--- src/rtl/pattern_detect.sv ---
// Serial bit-pattern detector with configurable length and overlap mode.
// Ports: clk, rst (sync active-low), in_valid/in serial stream,
//    cfg_load/cfg_pattern/cfg_len/cfg_overlap config load, cnt_clr,
//    match (1-cycle pulse), match_cnt (saturating), cfg_err.
module pattern_detect #(
   parameter int MAX_LEN = 8,
   parameter int CNT_W = 8,
   localparam int LW = $clog2(MAX_LEN + 1)
) (
   input  logic               clk,
   input  logic               rst,
   input  logic               in_valid,
   input  logic               in,
   input  logic               cfg_load,
   input  logic [MAX_LEN-1:0] cfg_pattern,
   input  logic [LW-1:0]      cfg_len,
   input  logic               cfg_overlap,
   input  logic               cnt_clr,
   output logic               match,
   output logic [CNT_W-1:0]   match_cnt,
   output logic               cfg_err
);

   localparam logic [0:0] IDLE = 1'b0;
   localparam logic [0:0] RUN  = 1'b1;

   localparam logic [LW-1:0]    FULL = LW'(MAX_LEN);
   localparam logic [CNT_W-1:0] CMAX = {CNT_W{1'b1}};

   logic [0:0]         state;
   logic [MAX_LEN-1:0] pat;
   logic [LW-1:0]      len;
   logic               ovl;
   logic [MAX_LEN-1:0] hist;
   logic [LW-1:0]      fill;

   logic [MAX_LEN-1:0] hist_n;
   logic [MAX_LEN-1:0] mask;
   logic [LW-1:0]      fill_n;
   logic               accept;
   logic               hit;
   logic               len_ok;

   // Only the low len bits of history take part in the compare.
   always_comb begin
      mask = '0;
      for (int i = 0; i < MAX_LEN; i++)
         mask[i] = (LW'(i) < len);
   end

   always_comb begin
      hist_n = {hist[MAX_LEN-2:0], in};
      fill_n = (fill == FULL) ? fill : fill + LW'(1);
      // A load edge discards the serial bit.
      accept = (state == RUN) && in_valid && !cfg_load;
      hit    = accept && (fill_n >= len) &&
               (((hist_n ^ pat) & mask) == '0);
      len_ok = (cfg_len != '0) && (cfg_len <= FULL);
   end

   always_ff @(posedge clk) begin
      if (!rst) begin
         state     <= IDLE;
         pat       <= '0;
         len       <= '0;
         ovl       <= 1'b0;
         hist      <= '0;
         fill      <= '0;
         match     <= 1'b0;
         match_cnt <= '0;
         cfg_err   <= 1'b0;
      end else begin
         match <= hit;

         if (cnt_clr)
            match_cnt <= hit ? CNT_W'(1) : '0;
         else if (hit && match_cnt != CMAX)
            match_cnt <= match_cnt + CNT_W'(1);

         if (cfg_load) begin
            if (len_ok) begin
               pat     <= cfg_pattern;
               len     <= cfg_len;
               ovl     <= cfg_overlap;
               hist    <= '0;
               fill    <= '0;
               cfg_err <= 1'b0;
               state   <= RUN;
            end else begin
               cfg_err <= 1'b1;
               state   <= IDLE;
            end
         end else if (accept) begin
            hist <= hist_n;
            // Non-overlap: next match must be built from fresh bits.
            fill <= (hit && !ovl) ? '0 : fill_n;
         end
      end
   end

endmodule

--- config.mk ---
export PLATFORM = sky130hd
export DESIGN_NAME = pattern_detect
export DESIGN_NICKNAME = d
export VERILOG_FILES = /design/src/rtl/pattern_detect.sv
export SDC_FILE = /design/constraint.sdc
export NUM_CORES = 1
export LEC_CHECK = 0
export BUFFER_PORTS_ARGS = -buffer_cell sky130_fd_sc_hd__buf_2
export CAP_MARGIN = 0
export CORE_ASPECT_RATIO = 0.6
export CORE_MARGIN = 10
export CORE_UTILIZATION = 47
export CTS_CLUSTER_SIZE = 28
export DETAILED_ROUTE_END_ITERATION = 8
export PLACE_DENSITY = 0.7
export SYNTH_ARGS = -nofsm -noshare
export SYNTH_HDL_FRONTEND = slang
export SYNTH_SLANG_ARGS = --single-unit
--- constraint.sdc ---
create_clock -name clk -period 6.6 [get_ports clk]
set_clock_uncertainty 0.15 [all_clocks]
set_input_delay 0.66 -clock clk [delete_from_list [all_inputs] [get_ports clk]]
set_output_delay 0.66 -clock clk [all_outputs]
set_load 0.05 [all_outputs]
==> Yosys cells after proc, flatten, opt, wreduce, memory -nomap -nowiden <==
Cells that the tools add are included.
{ "op_classes": {"n_reduce_logical": 15, "eq_ne": 3, "magnitude_cmp": 10, "n_bitwise": 2, "n_mux": 13, "add_sub_neg": 2} }
{ "op_table": {"columns": ["cell", "count"], "rows": [
  ["$mux W7", 3],
  ["$mux W4", 5],
  ["$lt A3 B4 Y1 const A", 4],
  ["$mux W8", 2],
  ["$add A8 B1 Y8 const B", 1],
  ["$and A8 B8 Y8", 1],
  ["$logic_not A8 Y1", 1],
  ["$lt A1 B4 Y1 const A", 2],
  ["$lt A2 B4 Y1 const A", 2],
  ["$ne A8 B8 Y1 const B", 1],
  ["$xor A8 B8 Y8", 1],
  ["$logic_and A1 B1 Y1", 7],
  ["$add A4 B1 Y4 const B", 1],
  ["$eq A4 B4 Y1 const B", 1],
  ["$ge A4 B4 Y1", 1],
  ["$le A4 B4 Y1 const B", 1],
  ["$reduce_and A2 Y1", 2],
  ["$reduce_bool A2 Y1", 2],
  ["$reduce_bool A4 Y1", 1],
  ["$mux W1", 3],
  ["$logic_not A1 Y1", 2],
  ["$ne A2 B1 Y1 const B", 1]
]} }
{ "totals": {"regBits": 35, "inputBits": 19, "output_inout_bits": 10, "elab_cells": 54} }

==> Depth between registers and ports, before layout <==
{ "depth": {"depth_word": 9, "ltp_mapped": 13, "ltp_nobuf": 12} }

==> Least setup slack after synthesis <==
Ideal clock, no wire load.
{ "synth_path": {"path_type": "reg2reg", "start": "register fill[0]", "end": "register match_cnt[6]", "t_required_ns": 6.364, "path_slack_ns": 3.943, "arrival_ns": 2.421, "n_path_buf": 0, "setup_ns": 0.086, "path_stages_with_launch": 13, "period_less_slack_ns": 2.657, "cell_sequence": "dfxtp_1 inv_1 ha_1 nand2_1 nor2_1 xnor2_1 ha_1 nand2b_1 a2111oi_0 nor4_2 and2_2 and4b_1 a211oi_1"} }
{ "synth_between": {"elab_chain_cells": 7, "word_cells_on_any_way": 8, "classes_between": "add/sub (1); order compare (1); eq/ne (1); mux (1); reduce/logical (4)"} }
{ "synth_lines": {"columns": ["element", "line_no", "rtl"], "rows": [
  ["start, declared", "35", "logic [LW-1:0] fill;"],
  ["start signal, assigned", "96", "fill <= (hit && !ovl) ? '0 : fill_n;"],
  ["$add A4 B1 Y4 / $eq A4 B4 Y1 (equally long branches)", "53", "fill_n = (fill == FULL) ? fill : fill + LW'(1);"],
  ["$mux W4 (*)", "53", null],
  ["$ge A4 B4 Y1 (*)", "56", "hit = accept && (fill_n >= len) &&"],
  ["$logic_and A1 B1 Y1 (*) (2 in a row)", "56", null],
  ["$logic_and A1 B1 Y1 (*)", "77", "else if (hit && match_cnt != CMAX)"],
  ["$reduce_bool A2 Y1 (no source line) (*)", null, null],
  ["end signal, assigned", "76", "match_cnt <= hit ? CNT_W'(1) : '0;"],
  ["end signal, assigned", "78", "match_cnt <= match_cnt + CNT_W'(1);"],
  ["end, declared", "20", "output logic [CNT_W-1:0] match_cnt,"]
]} }
Mark *: on every way between the ends. The rest lies on a longest branch, timed or not.
A chain may end at the register's enable or synchronous reset.

==> Worst setup path after layout <==
{ "layout_path": {"start": "register fill[0]", "end": "register match_cnt[5]"} }
Same word-level chain as after synthesis.

==> results.md <==
- Status: finished clean
- DRC Markers: 0
- Max-Cap Viols: 0
- Die area: 6810 µm²
- Reg power frac: 0.454
- Number of enable flip-flop cells after synthesis: 0
- Final min period: 3030 ps
- Post-synthesis sequential area ratio: 0.387
- Internal power: 0.384 mW
- Initial antenna violation count: 0
- Share of power burned in combinational logic: 0.080
- Top post-synthesis cells by count: nand2_1, dfxtp_1, a21boi_0, nand3_1, xnor2_1
- Worst setup margin: 3570 ps
- Placer Congestion: 0.816
- Crit Path Max Fanout: 12
- Minimum hold slack: 316 ps
- Drt pass-1 iters: 4
- Sw frac: 0.215
- Via count: 1555
- Clk Latency, worst-skew pair: 290 ps
- Cts repair resizes: 0
- Reg clk slew, reported paths: 70 ps
- Main synth FF type: dfxtp_1
- Clock Power Share: 0.466
- Post-CTS Setup Inserts: 0
- CTS HTree Levels: 2
- Worst Tran Pin Value: 771 ps
- Cells after synthesis: 215
- CTS hold repair buffers: 0
- Num rows: 17
- # diodes: 0
- Gr ovfl total: 0
- Critical path class: reg2reg
- Hold Crit Class: reg2reg
- Die height: 68.1 µm
- Power Dens Cells: 235 nW/µm²
- Net Sw Power: 0.105 mW
- FF+latch count, synth: 35
- Final setup violation count: 0
- Most common cell in the netlist: nand2_1
- Die width: 100 µm
- Vias per inst: 5.42
- Share of layout cells above drive strength 1: 0.175
- Final Hold Violating Endpoints: 0
- Core area: 3680 µm²
- Largest net degree at the start of global routing: 31
- Max Freq: 0.330 GHz
- Num CTS Buffers: 5
- Mapped Nets: 241
- Mapped Avg Cell Area: 8.42 µm²
- Element type at the critical path end: flop
- Final WL: 4080 µm
- Antenna viol nets, final: 0
- Starting density of the core: 0.492
- DP Wirelength: 3050 µm
- Largest cells by area after synthesis: dfxtp_1, a21boi_0, nand2_1
- Number of global-route vias before repair: 1540
- Final #Nets: 265
- Clock sinks: 35
- Setup TNS: 0 ps
- Crit share post-route: 0.459
- Place WS: 3590 ps
- CTS tree: built
- Area share of the largest cell type after synthesis: 0.387
- Pleak: 0.772 nW
- Drt initial violations: 99
- Pwr Total: 0.489 mW
- Slew margin rel.: 0.485
- Root Buffer: clkbuf_8
- FFs w/ async S/R, synth: 0
- Area growth syn-to-layout: 14.7%
- Final Util: 0.564
- Ports: 29
- Ys Warns: 0
- Port Buffer Count: 28
- VDD IR max: 0.176 mV
- Max-slew violations: 0
- Critical Path Start Type: flop
- GRT Overall Usage: 0.126
- RSZ-0062 raised after global routing: false
- Crit path DAT: 3100 ps
- Post-Syn Area: 1810 µm²
- Worst EP required: 6670 ps
- Synth unique cells: 43
- Post-synth top area cell: dfxtp_1
- First-pass GRT wire length: 7120 µm
- Maximum root-to-sink buffer count: 2
- Wire length per cell: 14.2 µm
[metal layers]
layer  share of wire  vias up  track usage
met4          0.0079        0       0.0421
met5               0        -            0
li1                -      792            -
met1            0.50      721        0.174
met2            0.42       37        0.182
met3           0.069        5       0.0402
[flip-flops by register name (all words and copies together) (netlist names)]
register   flops
hist           7
ovl            1
match_cnt      8
cfg_err        1
match          1
pat            8
fill           4
len            4
state          1
[metrics by stage]
stage,cell area [µm²],cells
finish,2080,287
global route,2080,287
CTS,2080,287
detailed placement,1940,279
global placement,1940,279
floorplan,1810,215
[placed cells by master, fill, tap and decap left out, drive strengths merged, types with 5 or more instances in the layout]
cell    synthesis  layout
ha              7       7
a21boi         22      22
buf             5      28
nand2          39      39
nor2            7       7
o21ai           9       9
xnor2          12      12
nor2b           5       5
nand3          13      13
dfxtp          35      35
a21oi           6       6
clkbuf          6       6
inv             9       9
[logic make-up (layout without fill, tap and decap cells)]
group,after synthesis,after routing,synth area share
buffers and inverters,20,45,0.0546
xor gates and xnor gates,12,12,0.0581
and+or+nand+nor,88,88,0.245
AOI/OAI and AO/OA,52,52,0.201
adders and majority gates,7,7,0.0484
DFF,35,35,0.387
muxes,1,1,0.00553
[final timing paths]
| kind | startpoint | end | slack [ps] | depth (start not counted) |
|---|---|---|---|---|
| worst max-delay path | fill[0]$_SDFFE_PN0P_ | match_cnt[5]$_SDFFE_PN0P_ | 3570 | 12 |
| worst min-delay path | ovl$_SDFFE_PN0P_ | ovl$_SDFFE_PN0P_ | 320 | 2 |
| worst max register to register | fill[0]$_SDFFE_PN0P_ | match_cnt[5]$_SDFFE_PN0P_ | 3570 | 12 |
| worst min register to register | ovl$_SDFFE_PN0P_ | ovl$_SDFFE_PN0P_ | 320 | 2 |
[critical path: stages, from the launching register on]
cell     delay [ps]
dfxtp_1         350
inv_1           120
ha_1            150
nand2_1          60
nor2_1          190
nor2_1          110
ha_1            280
o21a_1          120
o21ai_2          50
nor4_2          440
nand3_2         280
or4_1           520
a21oi_1         150
[power by group through the flow]
stage | Combinational (mW) | Clock (mW) | Sequential, mW
6_report | 0.0389 | 0.228 | 0.222
5_1_grt | 0.0443 | 0.241 | 0.223
4_1_cts | 0.0394 | 0.234 | 0.222
3_5_place_dp | 0.0393 | 0 | 0.227
3_3_place_gp | 0.0385 | 0 | 0.227
2_1_floorplan | 0.0270 | 0 | 0.227
[final cells by class]
| type | instances | area, µm² |
|---|---|---|
| flip-flops and latches | 35 | 701 |
| repair buffers | 28 | 140 |
| clock inverters | 2 | 60.1 |
| fillers | 358 | 1600 |
| multi-input cells | 160 | 1010 |
| clock buffers | 6 | 72.6 |
| inverters | 9 | 33.8 |
| well taps | 47 | 58.8 |
(Power assumes the default switching activity.)
